**src/rtl/fetch_unit.sv**
```systemverilog
// fetch_unit: owns the PC, issues single-outstanding imem fetches and feeds decode through a 2-entry queue
module fetch_unit #(
    parameter int              PC_W     = 32,
    parameter logic [PC_W-1:0] RESET_PC = '0
) (
    input  logic            clk,
    input  logic            rst_n,
    output logic            imem_req,
    output logic [PC_W-1:0] imem_addr,
    input  logic            imem_rvalid,
    input  logic [31:0]     imem_rdata,
    input  logic            redirect_valid,
    input  logic [PC_W-1:0] redirect_pc,
    output logic            if_valid,
    input  logic            if_ready,
    output logic [31:0]     if_inst,
    output logic [PC_W-1:0] if_pc,
    output logic            halted
);
    typedef enum logic [1:0] {RUN, WAIT, DRAIN, HALTED} state_t;
    state_t          state, state_n;
    logic [PC_W-1:0] pc, tail_pc;
    logic [31:0]     tail_inst;
    logic            tail_v, is_halt, push, pop;
    assign is_halt   = imem_rdata[6:0] == 7'h7F;
    assign push      = state == WAIT && imem_rvalid && !redirect_valid;
    assign pop       = if_valid && if_ready && !redirect_valid;
    assign imem_req  = rst_n && (state == WAIT || (state == RUN && !tail_v));
    assign imem_addr = pc;
    // DRAIN leaves as soon as the stale response lands, even if a new redirect arrives with it
    always_comb begin
        state_n = state;
        case (state)
            RUN:    state_n = (redirect_valid || tail_v) ? RUN : WAIT;
            WAIT:   state_n = redirect_valid ? (imem_rvalid ? RUN : DRAIN) :
                              !imem_rvalid ? WAIT : is_halt ? HALTED : RUN;
            DRAIN:  state_n = imem_rvalid ? RUN : DRAIN;
            HALTED: state_n = redirect_valid ? RUN : HALTED;
            default: state_n = RUN;
        endcase
    end
    always_ff @(posedge clk or negedge rst_n) begin
        if (!rst_n) begin
            state     <= RUN;
            pc        <= RESET_PC;
            halted    <= 1'b0;
            if_valid  <= 1'b0;
            if_inst   <= '0;
            if_pc     <= '0;
            tail_v    <= 1'b0;
            tail_inst <= '0;
            tail_pc   <= '0;
        end else begin
            state  <= state_n;
            halted <= state_n == HALTED;
            if (redirect_valid)
                pc <= redirect_pc & ~PC_W'(3);
            else if (push && !is_halt)
                pc <= pc + PC_W'(4);
            if (redirect_valid) begin
                if_valid <= 1'b0;
                tail_v   <= 1'b0;
            end else if (push && pop) begin
                if (tail_v) begin
                    if_inst   <= tail_inst;
                    if_pc     <= tail_pc;
                    tail_inst <= imem_rdata;
                    tail_pc   <= pc;
                end else begin
                    if_inst <= imem_rdata;
                    if_pc   <= pc;
                end
            end else if (push) begin
                if (!if_valid) begin
                    if_inst  <= imem_rdata;
                    if_pc    <= pc;
                    if_valid <= 1'b1;
                end else begin
                    tail_inst <= imem_rdata;
                    tail_pc   <= pc;
                    tail_v    <= 1'b1;
                end
            end else if (pop) begin
                if (tail_v) begin
                    if_inst <= tail_inst;
                    if_pc   <= tail_pc;
                    tail_v  <= 1'b0;
                end else begin
                    if_valid <= 1'b0;
                end
            end
        end
    end
endmodule

```
**config.mk**
```make
export PLATFORM = sky130hd
export DESIGN_NAME = fetch_unit
export DESIGN_NICKNAME = d
export VERILOG_FILES = /design/src/rtl/fetch_unit.sv
export SDC_FILE = /design/constraint.sdc
export NUM_CORES = 1
export LEC_CHECK = 0
export CORE_MARGIN = 5
export CORE_UTILIZATION = 51
export DETAILED_ROUTE_END_ITERATION = 8
export PLACE_DENSITY = 0.81
export REMOVE_ABC_BUFFERS = 1
export SLEW_MARGIN = 20
export SYNTH_ARGS = -nofsm -noshare
export SYNTH_HDL_FRONTEND = slang
export SYNTH_SLANG_ARGS = --single-unit
```
**constraint.sdc**
```tcl
create_clock -name clk -period 2.3 [get_ports clk]
set_clock_uncertainty 0.15 [all_clocks]
set_input_delay 0.46 -clock clk [delete_from_list [all_inputs] [get_ports clk]]
set_output_delay 0.46 -clock clk [all_outputs]
set_load 0.005 [all_outputs]
```
==> summary.md, run 1 <==
| Metric | Value |
|---|---|
| Status | complete, no violations |
| Vias in the first global route | between 6000 and 7000 |
| Storage element area | 3979 um^2 |
| CTS tree | built |
| Post-synth EDFFs | 0 |
| Final core utilization | 69.73% |
| Hold crit path type | input pin to async pin |
| Element type at the critical path start | flip-flop |
| Core area | roughly 14000 um^2 |
| R2R Path Start | imem_addr[2]$_DFFE_PN0P_ |
| Worst-path clk slew | around 0.060 ns |
| CTS max path bufs | 2 |
| Asr flop ratio synth | between 90% and 100% |
| TritonCTS Buffers | 17 |
| Antenna violations before repair | 0 |
| Predominant post-synthesis flop cell | dfrtp_1 |
| # diodes | 0 |
| DIE AREA | between 15000 and 20000 um^2 |
| Fin. Hold Viols | 0 |
| WS Path Type | flip-flop to flip-flop |
| # IOs | approximately 170 |
| Starting density of the core | between 50% and 60% |
| Worst endpoint required time | 2.51 ns |
| Sequential share of the synthesized area | about 53% |
| Mapped Cells | 671 |
| Post-DP Area | around 9500 um^2 |
| Chip height | 131.2 um |
| Htree depth | 4 |
| Drt wl/cell | about 18 um |
| GRT overflow | 0 |
| Syn avg cell area | 11.17 um^2 |
| Max-cap violations | 0 |
| Nets@finish | between 900 and 1000 |
| Pre-CTS setup slack | -0.1844 ns |
| Post-route design area | between 10000 and 15000 um^2 |
| Largest net degree at the start of global routing | between 150 and 200 |
| Critical Path Sink | imem_addr[28]$_DFFE_PN0P_ |
| Register bit total from synthesis | between 150 and 200 |
| Yosys cell types | 53 |
| Critical Path Sink Type | flip-flop |
| Worst-Margin Slew | 0.8137 ns |
| Final Slew Violations | 0 |
| Worst reg2reg path endpoint | imem_addr[28]$_DFFE_PN0P_ |
| Vias/cell | roughly 5.8 |
| Post-Syn Area | 7495 um^2 |
| Power Density | between 800 and 900 nW/um^2 |
| Crit path max fanout | 17 |
| GR Util All Layers | roughly 22% |
| Cts hold-fix bufs | 0 |
| DRC violations left | 0 |
| Routability congestion estimate from global placement | ~0.85 |
| FILL cells | approximately 1000 |
| Drt first pass iters | 5 |
| CTS sink count | 159 |
| Smallest hold slack | 0.08217 ns |
| Routed vias | approximately 6000 |
| Worst vdd ir | between 0.0004 and 0.0005 V |
| Worst Path Arrival | roughly 2.4 ns |
| Final Worst Setup Slack | 0.1169 ns |
| Worst-Skew Late Latency | between 0.4 and 0.5 ns |
| Iter 0 DRT Violations | between 300 and 400 |
| Layout cells sized above 1 | between 10% and 20% |
| FP Rows | 44 |
| Crit share post-route | 94.92% |
| Final wirelength | 19.12 mm |
| Crit path time final | 2.183 ns |
| RSZ-0062 raised after global routing | false |
| Slew Limit Headroom | between 40% and 50% |
| Crit path from | imem_addr[2]$_DFFE_PN0P_ |
| Root buffer cell | clkbuf_16 |
| P_leak | ~4.7 nW |
| Number of port buffers | approximately 160 |
| Register-to-register setup slack | roughly 0.12 ns |
| Multi-input gate area | approximately 3300 um^2 |
| R2R cell count | 5 |
| Synth warn | 0 |
| Die Wd | 131.2 um |
| Global-route wire length before repair | 31.99 mm |
| DP HPWL | 13.06 mm |
| # setup viols final | 0 |
| Max frequency | 0.4581 GHz |
| Detail Route Antenna Nets | 0 |
| Layout area overhead | 34.71% |
layout make-up:
class	instances	share of cell area (%)
inverters	5	0.1859
clock inverters	12	1.091
clock buffers	20	4.523
well taps	184	2.280
multi-input cells	459	32.23
flip-flops and latches	159	39.41
repair buffers	208	20.28
report_power, final:
| part | switching (mW) | internal, mW |
|---|---|---|
| clock network | 1.15 | 1.55 |
| logic | 0.938 | 1.52 |
| registers | 0.432 | 3.46 |
| total | 2.52 | 6.54 |
cell usage after synthesis, types with 9 or more instances:
cell type	instances	area share, %
clkbuf_1	16	0.80
dfrtp_1	159	53
buf_2	17	1.1
nand2_1	32	1.6
mux2_2	60	9.0
mux2i_1	67	8.9
o311ai_0	12	1.4
nand3_1	21	1.4
or4_1	11	1.1
a21oi_1	66	4.4
nor2_1	74	3.7
nand4_1	10	0.83
buf_4	17	1.7
nor2b_1	9	0.75
o21ai_0	11	0.73
logic make-up after synthesis:
kind of cell / after synthesis / synth area share, %
AND/OR/NAND/NOR: 195 / 13.24
adder cells (fa/ha/maj): 1 / 0.1669
XOR/XNOR: 2 / 0.2338
other: 1 / 0.05004
AO/OA/AOI/OAI: 130 / 11.22
multiplexers: 127 / 17.96
flip-flops: 159 / 53.09
buffers and inverters: 56 / 4.040
routing by layer:
metal | GRT usage [%] | wire length (um) | share of wire, %
met5 | 0 | 0 | 0
met4 | 7.968 | 421 | 2.2
met1 | 29.21 | 8328 | 44
met3 | 5.428 | 1097 | 5.7
met2 | 36.29 | 9268 | 48
worst max-delay path: stages (launching register included):
cell and delay (ns):
dfrtp_1 0.49, ha_1 0.36, nand4_4 0.27, buf_4 0.24, or4_1 0.51, nand3_1 0.09
worst min path at each step:
| stage | start | to | slack, ns | depth (start not counted) |
|---|---|---|---|---|
| 2_1_floorplan | rst_n | halted$_DFF_PN0_ | 0.01 | 0 |
| 3_3_place_gp | tail_pc[21]$_DFFE_PN0P_ | tail_pc[21]$_DFFE_PN0P_ | 0.31 | 2 |
| 3_5_place_dp | tail_pc[21]$_DFFE_PN0P_ | tail_pc[21]$_DFFE_PN0P_ | 0.32 | 2 |
| 4_1_cts | rst_n | imem_addr[7]$_DFFE_PN0P_ | 0.12 | 2 |
| 5_1_grt | rst_n | if_pc[6]$_DFFE_PN0P_ | 0.12 | 2 |
| 6_report | rst_n | if_pc[6]$_DFFE_PN0P_ | 0.08 | 2 |
registers in the layout (all words and copies together), names as in the netlist:
signal / flops
imem_addr: 30
tail_inst: 32
tail_pc: 30
halted: 1
if_valid: 1
state: 2
if_inst: 32
tail_v: 1
if_pc: 30
through the flow:
stage,TNS [ns],instances,power (mW)
floorplan,-224.93,623,4.798
global placement,-5.309,1011,6.282
detailed placement,-9.017,1011,6.427
finish,0,1047,9.059
CTS,0,1043,9.158
global route,0,1047,9.551
placed cells by master, fill, tap and decap left out, types with 8 or more instances in the layout:
master and n:
clkbuf_16 17, nand4_1 10, o21ai_0 11, nand3_1 20, buf_4 40, nand2_1 32, mux2_2 60, dfrtp_1 159
a21oi_1 66, nor2_1 74, clkdlybuf4s50_1 158, mux2i_1 67, o311ai_0 12, nor2b_1 9, or4_1 11, o31ai_1 8
timing repair:
| action | 4_1_cts | 5_1_grt |
|---|---|---|
| gates resized for setup | 2 | 0 |
| pin swaps | 0 | 1 |
| setup endpoints to repair | 1 | 1 |
| buffers inserted | 0 | 4 |
Power figures use the tool's default switching activity.
==> run 2, diff against run 1 <==
--- a/config.mk
+++ b/config.mk
@@ -8,6 +8,7 @@
 export CORE_MARGIN = 5
 export CORE_UTILIZATION = 51
 export DETAILED_ROUTE_END_ITERATION = 8
+export HOLD_SLACK_MARGIN = 0.02
 export PLACE_DENSITY = 0.81
 export REMOVE_ABC_BUFFERS = 1
 export SLEW_MARGIN = 20
==> results of run 2 <==
Final layout, timing and power as in run 1 (identical DEF).
